<file path="config.mk">
export PLATFORM = sky130hd
export DESIGN_NAME = controle_entrada_saida
export DESIGN_NICKNAME = d
export VERILOG_FILES = /design/src/rtl/controle_entrada_saida.sv
export SDC_FILE = /design/constraint.sdc
export NUM_CORES = 1
export LEC_CHECK = 0
export CAP_MARGIN = 25
export CORE_MARGIN = 2
export CORE_UTILIZATION = 35
export CTS_BUF_LIST = sky130_fd_sc_hd__clkbuf_4 sky130_fd_sc_hd__clkbuf_8 sky130_fd_sc_hd__clkbuf_16
export CTS_CLUSTER_SIZE = 16
export DETAILED_ROUTE_END_ITERATION = 12
export PLACE_DENSITY = 0.76
export SLEW_MARGIN = 5
export SYNTH_ARGS = -nofsm -noshare
export SYNTH_HDL_FRONTEND = slang
export SYNTH_SLANG_ARGS = --single-unit
</file>
<file path="constraint.sdc">
create_clock -name clock -period 1.7 [get_ports clock]
set_input_delay 0.34 -clock clock [delete_from_list [all_inputs] [get_ports clock]]
set_output_delay 0.34 -clock clock [all_outputs]
set_load 0.02 [all_outputs]
</file>
<file path="src/rtl/controle_entrada_saida.sv">
// I/O sequencer: stalls the PC for `in`/`pause` until the confirm button is accepted,
// latches switches for `in` and holds the `out` display register. Macro: CONTROLE_ES_DEBOUNCE_EN.
module controle_entrada_saida #(
  parameter int unsigned DATA_WIDTH      = 32,
  parameter int unsigned SW_WIDTH        = 16,
  parameter int unsigned DEBOUNCE_CYCLES = 4
) (
  input  logic                  clock,
  input  logic                  reset,
  input  logic                  status,
  input  logic [1:0]            entradaSaidaControl,
  input  logic                  botao,
  input  logic [SW_WIDTH-1:0]   chaves,
  input  logic [DATA_WIDTH-1:0] dadoSaida,
  output logic                  haltPC,
  output logic [DATA_WIDTH-1:0] dadoEntrada,
  output logic                  habEscritaEntrada,
  output logic [DATA_WIDTH-1:0] display,
  output logic                  displayValido
);

  typedef enum logic [1:0] {OCIOSO, ESPERA, CAPTURA, SOLTA} estado_t;

  estado_t               r_estado;
  estado_t               w_prox;
  logic                  r_sinc1;
  logic                  r_sinc2;
  logic                  w_confirmado;
  logic                  r_ehEntrada;
  logic [DATA_WIDTH-1:0] r_dadoEntrada;
  logic [DATA_WIDTH-1:0] r_display;
  logic                  r_displayValido;
  logic                  w_capturaDado;
  logic                  w_executaOut;

  always_ff @(posedge clock or negedge reset) begin
    if (!reset) begin
      r_sinc1 <= 1'b0;
      r_sinc2 <= 1'b0;
    end else begin
      r_sinc1 <= botao;
      r_sinc2 <= r_sinc1;
    end
  end

`ifdef CONTROLE_ES_DEBOUNCE_EN
  localparam int unsigned CNT_W = $clog2(DEBOUNCE_CYCLES + 1);
  localparam logic [CNT_W-1:0] CNT_ULT = CNT_W'(DEBOUNCE_CYCLES - 1);

  logic [CNT_W-1:0] r_cont;
  logic             r_confirmado;

  // Toggle on the edge where the count would reach DEBOUNCE_CYCLES.
  always_ff @(posedge clock or negedge reset) begin
    if (!reset) begin
      r_cont       <= '0;
      r_confirmado <= 1'b0;
    end else if (r_sinc2 == r_confirmado) begin
      r_cont <= '0;
    end else if (r_cont == CNT_ULT) begin
      r_cont       <= '0;
      r_confirmado <= ~r_confirmado;
    end else begin
      r_cont <= r_cont + CNT_W'(1);
    end
  end

  assign w_confirmado = r_confirmado;
`else
  assign w_confirmado = r_sinc2;
`endif

  always_ff @(posedge clock or negedge reset) begin
    if (!reset) r_estado <= OCIOSO;
    else        r_estado <= w_prox;
  end

  always_comb begin
    w_prox = r_estado;
    haltPC = status;
    case (r_estado)
      OCIOSO: if (status) w_prox = ESPERA;
      ESPERA: begin
        haltPC = 1'b1;
        if (w_confirmado) w_prox = CAPTURA;
      end
      CAPTURA: begin
        haltPC = 1'b0;
        w_prox = SOLTA;
      end
      SOLTA: if (!w_confirmado) w_prox = OCIOSO;
      default: w_prox = OCIOSO;
    endcase
  end

  assign w_capturaDado = (r_estado == ESPERA) && w_confirmado && r_ehEntrada;
  assign w_executaOut  = (r_estado == OCIOSO) && (entradaSaidaControl == 2'b01) && !status;

  always_ff @(posedge clock or negedge reset) begin
    if (!reset) begin
      r_ehEntrada     <= 1'b0;
      r_dadoEntrada   <= '0;
      r_display       <= '0;
      r_displayValido <= 1'b0;
    end else begin
      if (r_estado == OCIOSO && status)
        r_ehEntrada <= (entradaSaidaControl == 2'b10);
      if (w_capturaDado)
        r_dadoEntrada <= DATA_WIDTH'(chaves);
      if (w_executaOut) begin
        r_display       <= dadoSaida;
        r_displayValido <= 1'b1;
      end
    end
  end

  assign habEscritaEntrada = (r_estado == CAPTURA) && r_ehEntrada;
  assign dadoEntrada       = r_dadoEntrada;
  assign display           = r_display;
  assign displayValido     = r_displayValido;

endmodule

</file>
# Word-level counts from Yosys, hierarchy flattened
# Index checks and enable logic that the tools add are counted.
# classes
eq_ne	8
n_reduce_logical	9
mux	5
# op_table
op	count
$pmux 2 s4	1
$eq 2x2->1 const B	3
$logic_and 1x1->1	6
$mux 2	3
$ne 2x2->1 const B	3
$eq 2x1->1 const B	2
$reduce_and 3->1	1
$logic_not 2->1	1
$pmux 1 s2	1
$logic_not 1->1	1
# word_totals
in_bits	54
output_inout_bits	67
wordCells	29
regBits	54

# Depth between registers and ports, before layout
# depth
depth_word	3
depth_mapped	6
ltp_nobuf	5

# Least setup slack after synthesis
# No wires, ideal clock.
# synth_timing
kind	register to register
start	register r_estado[0]
end	register r_display[0] (netlist: display[0])
arrival_time_ns	1.683
stages_incl_launch_ff	7
n_path_buf	1
period_less_slack_ns	1.808
required_ns	1.575
setup_ns	0.125
slack_ns	-0.108
cell_sequence	dfrtp_1 inv_1 ha_1 inv_1 nor4b_4 buf_6 mux2_2
# synth_between
elab_chain_cells	3
# synth_rtl
element	line	rtl
from (decl)	24	estado_t r_estado;
from (signal assigned)	75	else r_estado <= w_prox;
$logic_not 2->1	97	assign w_executaOut = (r_estado == OCIOSO) && (entradaSaidaControl == 2'b01) && !status;
$logic_and 1x1->1 (2 in a row)	97	
to (signal assigned)	111	r_display <= dadoSaida;
to (decl)	31	logic [DATA_WIDTH-1:0] r_display;
# Every way passes these cells.
# A chain may end at the register's enable or synchronous reset.

# Final worst setup path
# layout_timing
start	register r_estado[0]
end	output port haltPC
# layout_between
elab_chain_cells	2
word_cells_on_any_way	3
cone_classes	eq/ne: 2; mux: 1
# layout_rtl
element	line	rtl
$eq 2x2->1 / $eq 2x1->1 (equally long branches)	81	case (r_estado)
$pmux 1 s2 (*)	81	
to (decl)	15	output logic haltPC,
# Mark *: on every way between the ends. The rest lies on a longest branch, timed or not.

==> impl_metrics.toml <==
[global_route]
use_met2_pct = 23.78
grt_pass1_vias = 1674
grtUsageMet3_pct = 5.836
grt.busiest_layer = "met2"
grt_overflow = 0
grt_antenna_before_repair = 0
grt_max_degree = 55
grtUsageMet1_pct = 16.66
grt_pass1_wl_um = 7879
gr-usage-all-layers_pct = 14.07

[timing]
finalSetupViolCount = 5
setup_ws_ns = -0.05908
hold_ws_ns = 0.02825
min_period_ns = 1.759
final-hold-violation-count = 0
fmax_ghz = 0.5685
grt_setup_unrepaired = "true"
slew_viol_final = 0
min_period_over_period_pct = 103.5
fin_skew_ns = 0.006687

[run]
drv_cap = 0

[setup_path]
criticalPathCategory = "reg -> out"
cp.arrival_ns = 1.42
path_max_fanout = 2
cp-start-kind = "register"
r2r_slack_ns = 0
cp.required_ns = 1.36
crit_path_end_kind = "output port"
cpMaxStageDelayCell = "dfrtp_1"
crit_chain = "inv_2, ha_4, mux2_4, buf_6"
cpPeakStageDelay_ns = 0.37

[clocking]
cts-buffers-inserted = 5
cts_hold_buf = 0
cts_tree = "built"
clk_pin_slew_ns = 0.09
cts_buffer_depth = 2
clockRootBuffer = "clkbuf_8"
htreeDepth = 2
cts.sinks = 54
clock_latency_ns = 0.30

[pwr]
total_power_mw = 6.683
p_sw_share_pct = 33.70
p_per_area_nw_per_um2 = 1785
power_frac_comb_pct = 54.4
power.internal_mw = 4.431
power_leakage_nw = 1.648
power.share.sequential_pct = 33.6
p_switching_mw = 2.252
clockPowerShare_pct = 11.9
vdd_drop_max_mv = 0.8900

[floorplanning]
num_rows = 29
initial_core_util_pct = 35.69
io_pins = 121
coreArea_um2 = 6241
fp.dieH_um = 83.77
dieArea_um2 = 7017
die_x_um = 83.77

[run_status]
violations = "setup timing"
outcome = "finished with violations"

[yosys]
synth_area_per_cell_um2 = 15.47
synth_seq_area_share_pct = 60.67
yosysWarnings = 0
netlist_top_cells_area = "dfrtp_1 61%, mux2_2 24%, buf_4 5.4%"
synth.cell_area_um2 = 2227
synthDistinctLibCells = 18
synth_top_area_cell = "dfrtp_1"
synth-seq-cells = 54
synthCells = 144
netlist.area_leader.share_pct = 60.67

[routing]
viasPerCell = 4.392
antenna_left = 0
wirelength_um = 5159
drt_iter0_drc = 72
wl_per_cell_um = 15.00
drc = 0
drtPass1Iterations = 4
vias = 1511

[layout]
antenna_cells = 0
final_nets = 324
final_util_pct = 60.00
layout-drive-gt1-share_pct = 32.21
area_growth_pct = 68.15

[place]
gp_congestion = 0.7202
pre_cts_slack_ns = -0.2641
dp_hpwl_um = 3382
port_buffers = 104

[worst_hold_path]
hold_class = "in -> async"
[layer usage]
layer  vias up  share of wire (%)
met4         0               0.37
met5         -                  0
met2        58                 50
li1        697                  -
met3         2                6.9
met1       754                 42
[cell families (layout without fill, tap and decap cells)]
group                    count (synthesis)  after routing  synth area share (%)
AO/OA/AOI/OAI                            2              2                0.4495
adder cells (fa/ha/maj)                  4              4                 2.247
buffers and inverters                   23            131                 7.640
flip-flops                              54             54                 60.67
multiplexers                            52             52                 26.18
other                                    1             16                0.1684
AND/OR/NAND/NOR                          8              8                 2.641
[critical path, delay by kind of cell (launching register included)]
kind	cells	cell delay (ns)
multiplexers	1	0.30
adder cells (fa/ha/maj)	1	0.27
buffers and inverters	2	0.19
flip-flops	1	0.37
[final cells by class]
type,count,area [um2]
clock buffer,8,110.1
inverter,3,11.26
timing repair buffer,120,1260
sequential,54,1351
multi-input combinational,82,915.9
tap,77,96.34
fill,521,2496
[metrics by stage]
step	TNS, ns	area [um2]	instances
finish	-0.06513	3745	344
floorplan	-0.6844	2286	159
CTS	-0.07712	3511	339
global route	-2.580	3745	344
detailed placement	-8.360	3379	331
global placement	-8.350	3379	331
[path summary, 6_finish.rpt]
kind                        startpoint               to  cells past startpoint
setup / recovery           r_estado[0]           haltPC                      4
hold / removal                   reset  dadoEntrada[10]                      2
setup reg to reg           r_estado[1]      display[29]                      7
hold reg to reg                r_sinc1          r_sinc2                      0
max in group asynchronous        reset      display[23]                      2
min in group clock             r_sinc1          r_sinc2                      0
[power by group through the flow]
stage | clock (mW) | combinational, mW | sequential [mW]
after CTS | 0.835 | 3.36 | 2.23
final | 0.797 | 3.64 | 2.25
after global routing | 0.891 | 3.85 | 2.33
after detailed placement | 0 | 3.28 | 2.24
after global placement | 0 | 3.24 | 2.21
after floorplan | 0 | 0.885 | 2.96
[flip-flops by register name (all words and copies together) (netlist names)]
| signal | cells |
|---|---|
| displayValido | 1 |
| display | 32 |
| r_sinc2 | 1 |
| r_ehEntrada | 1 |
| r_sinc1 | 1 |
| dadoEntrada | 16 |
| r_estado | 2 |
[layout by cell type, fill, tap and decap left out]
cell,synthesis,final
buf_4,16,8
nand3_1,1,1
ha_1,4,1
dfrtp_1,54,54
nor2_1,1,1
o21ai_0,2,2
ha_4,0,2
buf_12,0,3
nand2b_1,1,1
ha_2,0,1
buf_8,0,1
mux2_4,0,33
and2_4,0,1
mux2i_1,2,2
clkbuf_8,0,8
nand2_1,2,2
clkdlybuf4s50_1,0,101
buf_6,3,3
buf_2,1,1
or2_2,1,1
mux2_2,48,17
clkbuf_16,0,3
inv_2,0,3
nor4b_4,1,1
conb_1,1,16
[timing repair]
action | 4_1_cts | 5_1_grt
hold endpoints to repair | 0 | 0
pin swaps | 1 | 2
cloned | 0 | 4
gates resized for setup | 17 | 36
setup buffers | 0 | 1
endpoints found under the setup margin | 22 | 34
[cells in the mapped netlist, drive strengths merged]
cell	instances
conb	1
or2	1
nand2	2
o21ai	2
ha	4
buf	20
nor4b	1
mux2	50
nand2b	1
dfrtp	54
inv	3
nand3	1
and2	1
nor2	1
mux2i	2
Note: power is estimated with default switching activity, not from simulation.
==> RTL change 1 (config.mk and constraints unchanged) <==
The parameter `SW_WIDTH` goes from 16 to 24.
--- a/src/rtl/controle_entrada_saida.sv
+++ b/src/rtl/controle_entrada_saida.sv
@@ -3,5 +3,5 @@
 module controle_entrada_saida #(
   parameter int unsigned DATA_WIDTH      = 32,
-  parameter int unsigned SW_WIDTH        = 16,
+  parameter int unsigned SW_WIDTH        = 24,
   parameter int unsigned DEBOUNCE_CYCLES = 4
 ) (
Interface: changed (resized chaves); port bits go from 121 to 129. No check against the original RTL was run, so the function may have changed too.
==> RTL change 1 against the unedited design <==
  * The run still ends with negative setup slack left
  * Sequential cell count rose by 8
  * Total power rose by 16%
  * Largest cell class unchanged
  * Count of clock-buffer cells in the layout rose by 3
  * Design area rose by 13%
  * Final cell count rose by 14%
  * Wire length rose by 14%
  * Synthesized area rose by 11%
  * Setup slack barely moved
  * Critical path depth rose by 3
  * Largest power group unchanged
==> RTL change 1: results (changes against the unedited design) <==
outcome=complete, but fails checks (unchanged); failing checks=negative setup slack (unchanged); setup TNS=-0.421 ns (was -0.0651 ns); Adder-Cell Fraction of Synth Area=0.0203 (was 0.0225); Metal-1 WL=2380 um (was 2190 um); Placement Cell Area=3840 um2 (was 3380 um2); grt met2 use=0.243 (was 0.238); post-CTS sizing=16 (was 17); Final GP Congestion=0.677 (was 0.720); multiplexer share of the synthesized area=0.273 (was 0.262); first-pass detailed-route iteration total=2 (was 4); Fillers=559 (was 521); H-tree levels=3 (was 2); P_int=5.12 mW (was 4.43 mW); largest net degree at the start of global routing=34 (was 55); cell family contributing the most delay on the critical path=buffers and inverters (was flip-flops); Synth Area in Compound Gates=0.00407 (was 0.00449); first-pass GRT wire length=8420 um (was 7880 um); wire per inst=15.0 um (about the same); XOR/XNOR Fraction of Synth Area=0 (unchanged); wire length on met3=459 um (was 355 um); Final nets=361 (was 324); number of global-route vias before repair=1,835 (was 1,674); CP max FO=16 (was 2); routed vias/inst=4.36 (was 4.39); Clock Skew=0.00920 ns (was 0.00669 ns); M3 GR Usage=0.0631 (was 0.0584); port bufs=120 (was 104); layout cells sized above 1=0.330 (was 0.322); Seq/Total Area, Yosys=0.630 (was 0.607); GR Util met1=0.162 (was 0.167); drt initial violations=14 (was 72); worst skew pair latency=0.32 ns (was 0.30 ns); hpwl dp=3950 um (was 3380 um); final setup vio count=16 (was 5); met2 wire len=2990 um (was 2600 um); uppermost layer routed=met4 (unchanged); Hold WS=0.364 ns (was 0.0282 ns); most frequent cells after synthesis=62 x dfrtp_1, 56 x mux2_2, 8 x buf_4 (was 54 x dfrtp_1, 48 x mux2_2, 16 x buf_4); hold_buf cts=1 (was 0); Leak=1.84 nW (was 1.65 nW); TritonCTS buffer count=9 (was 5); initial antenna violation count=0 (unchanged); final worst slack=-0.0591 ns (about the same); clock transition at the registers of the reported paths=0.06 ns (was 0.09 ns); Peak VDD IR=851 uV (was 890 uV); synth top area cells=dfrtp_1 63%, mux2_2 26%, buf_4 2.4% (was dfrtp_1 61%, mux2_2 24%, buf_4 5.4%); R2R depth=7 (unchanged); Hold Path Class=reg2reg (was in2async); reg2reg start=r_estado[0]$_DFFE_PN0P_ (was r_estado[1]$_DFFE_PN0P_)
## RTL change 1: cell count changes after synthesis
cell / delta
buf_4: -8
dfrtp_1: +8
mux2_2: +8
buf_2: +1
## RTL change 1: through the flow
| step | setup slack [ns] | std cells | utilization |
|---|---|---|---|
| floorplan | -0.0253 | 160 | - |
| global placement | -0.243 | 375 | 0.566 |
| detailed placement | -0.263 | 375 | 0.566 |
| CTS | -0.0782 | 389 | 0.594 |
| global route | -0.122 | 393 | 0.625 |
| finish | -0.0591 | 393 | 0.625 |
## RTL change 1: cell type report
cell class                      instances  area [um2]  share of cell area
Timing Repair Buffer                  137        1440               0.338
Inverter                                3        11.3             0.00265
Multi-Input combinational cell         82         965               0.227
Clock inverter                          2        10.0             0.00236
Tap cell                               96         120              0.0283
Sequential cell                        62        1550               0.366
Clock buffer                           11         151              0.0357
## RTL change 1: power by group through the flow
stage | registers [mW] | clock network (mW) | logic (mW)
final | 2.57 | 1.10 | 4.07
after detailed placement | 2.58 | 0 | 3.75
after global placement | 2.55 | 0 | 3.68
after global routing | 2.67 | 1.20 | 4.30
after floorplan | 3.41 | 0 | 0.958
after CTS | 2.55 | 1.14 | 3.82
## RTL change 1: worst max-delay path by stage
stage          slack [ns]                     from                 endpoint  cells past startpoint
2_1_floorplan       -0.03  r_estado[1]$_DFFE_PN0P_   display[0]$_DFFE_PN0P_                      6
3_3_place_gp        -0.24                   status  display[27]$_DFFE_PN0P_                      5
3_5_place_dp        -0.26                   status  display[22]$_DFFE_PN0P_                      5
4_1_cts             -0.08  r_estado[0]$_DFFE_PN0P_                   haltPC                      4
5_1_grt             -0.12  r_estado[0]$_DFFE_PN0P_  display[29]$_DFFE_PN0P_                      7
6_report            -0.06  r_estado[0]$_DFFE_PN0P_  display[29]$_DFFE_PN0P_                      7
==> RTL change 2 (same settings) <==
Without the edit above. Encoding of `estado_t`: now one-hot (4 bits for 4 values).
--- a/src/rtl/controle_entrada_saida.sv
+++ b/src/rtl/controle_entrada_saida.sv
@@ -20,5 +20,5 @@
 );
 
-  typedef enum logic [1:0] {OCIOSO, ESPERA, CAPTURA, SOLTA} estado_t;
+  typedef enum logic [3:0] {OCIOSO = 4'b0001, ESPERA = 4'b0010, CAPTURA = 4'b0100, SOLTA = 4'b1000} estado_t;
 
   estado_t               r_estado;
Check against the original RTL: same outputs for any inputs over 10 cycles, from zero or initial values and one cycle with reset low; not proved beyond that.
==> RTL change 2 against the unedited design <==
  * Fmax increased by 4.7%
  * Via count is 4.2% higher
  * Total power down 8.2%
  * Synthesized area grew 2.9%
  * Global-route usage down 0.71 points
  * Wire length fell by 4.7%
  * Setup slack better by 0.080 ns
  * Design area down 1.7%
  * Sequential cell count is 2 higher
  * Die area up 2.8%
==> RTL change 2: results (changes against the unedited design) <==
outcome=completed (was complete, but fails checks); clk buf depth=2 (unchanged); CP max FO=9 (was 2); most frequent cells after synthesis=55 x dfrtp_1, 49 x mux2_2, 16 x buf_4 (was 54 x dfrtp_1, 48 x mux2_2, 16 x buf_4); Fillers=539 (was 521); first-pass GRT wire length=7710 um (was 7880 um); Leak=1.64 nW (was 1.65 nW); Peak VDD IR=874 uV (was 890 uV); Area Overhead vs Synth=60.6% (was 68.1%); layout cells sized above 1=0.312 (was 0.322); Clock Skew=0.00551 ns (was 0.00669 ns); Placement Cell Area=3430 um2 (was 3380 um2); synth top area cells=dfrtp_1 60%, mux2_2 24%, buf_4 5.2% (was dfrtp_1 61%, mux2_2 24%, buf_4 5.4%); number of global-route vias before repair=1,698 (was 1,674); routed vias/inst=4.55 (was 4.39); Max stage delay on crit path=0.40 ns (was 0.37 ns); final setup vio count=0 (was 5); wire per inst=14.2 um (was 15.0 um); clk root buf=clkbuf_8 (unchanged); Final nets=322 (was 324); post-CTS sizing=15 (was 17); Total GRT Usage=0.134 (was 0.141); drt initial violations=21 (was 72); hpwl dp=3590 um (was 3380 um); largest net degree at the start of global routing=32 (was 55); async set-reset flop share out of synthesis=1.00 (unchanged); Cell variety after synth=24 (was 18); Seq/Total Area, Yosys=0.612 (was 0.607); Final GP Congestion=0.819 (was 0.720); Data arrival, critical path=1.87 ns (was 1.42 ns)
-- RTL change 2: cell count changes in the layout (fill, tap and decap cells not counted), sizes merged, moves of 2 or more --
| cell | unedited run | this run |
|---|---|---|
| ha | 4 | 0 |
| nor3 | 0 | 4 |
| clkbuf | 11 | 8 |
| clkdlybuf4s50 | 101 | 98 |
| dlymetal6s2s | 0 | 3 |
| inv | 3 | 0 |
| mux2i | 2 | 0 |
| nor2b | 0 | 2 |
-- RTL change 2: metal layers --
metal,GRT usage,wire length [um],part of all wire,vias up
li1,-,-,-,721
met1,0.149,1960,0.40,774
met2,0.233,2490,0.51,77
met3,0.0613,454,0.092,2
met4,0.0346,15,0.0031,0
met5,0,0,0,-
-- RTL change 2: cell type report --
| class | count | share of cell area |
|---|---|---|
| clock buffer | 7 | 0.0262 |
| tap | 77 | 0.0262 |
| timing repair buffer | 117 | 0.327 |
| multi-input combinational | 88 | 0.231 |
| clock inverter | 1 | 0.00816 |
| sequential | 56 | 0.381 |
-- RTL change 2: cells by family (layout without fill, tap and decap cells) --
group / after synthesis / count (layout) / synth area share
DFF: 56 / 56 / 0.612
muxes: 49 / 49 / 0.241
buffers and inverters: 22 / 125 / 0.0764
and+or+nand+nor: 19 / 19 / 0.0579
AOI/OAI and AO/OA: 4 / 4 / 0.0115
other: 1 / 16 / 0.00164
-- RTL change 2: stage by stage --
step | cells | setup WS, ns | hold slack [ns]
6_report | 346 | 0.0206 | 0.0440
5_1_grt | 346 | -0.0409 | 0.0680
4_1_cts | 344 | -0.00852 | 0.0448
3_5_place_dp | 336 | -0.247 | 0.341
3_3_place_gp | 336 | -0.241 | 0.334
2_1_floorplan | 166 | 0.0355 | 0.0444
-- RTL change 2: critical path, delay by kind of cell, from the launching register on --
kind	cells	cell delay, ns
buffers and inverters	3	0.43
flip-flops	1	0.40
multiplexers	1	0.34
AND/OR/NAND/NOR	2	0.39
-- RTL change 2: where the power goes --
group | internal (mW) | switching (mW)
logic | 1.69 | 1.28
clock network | 0.520 | 0.407
registers | 1.92 | 0.320
total | 4.13 | 2.01
-- RTL change 2: path summary, 6_finish.rpt --
check | slack (ns) | cells after the start | end | from
max reg2reg | 0.02 | 6 | display[16]$_DFFE_PN0P_ | r_estado[3]$_DFFE_PN0P_
max | 0.02 | 6 | display[16]$_DFFE_PN0P_ | r_estado[3]$_DFFE_PN0P_
max in group asynchronous | 1.08 | 2 | display[16]$_DFFE_PN0P_ | reset
min | 0.04 | 1 | display[24]$_DFFE_PN0P_ | reset
min in group clock | 0.36 | 0 | r_sinc2$_DFF_PN0_ | r_sinc1$_DFF_PN0_
min reg2reg | 0.36 | 0 | r_sinc2$_DFF_PN0_ | r_sinc1$_DFF_PN0_
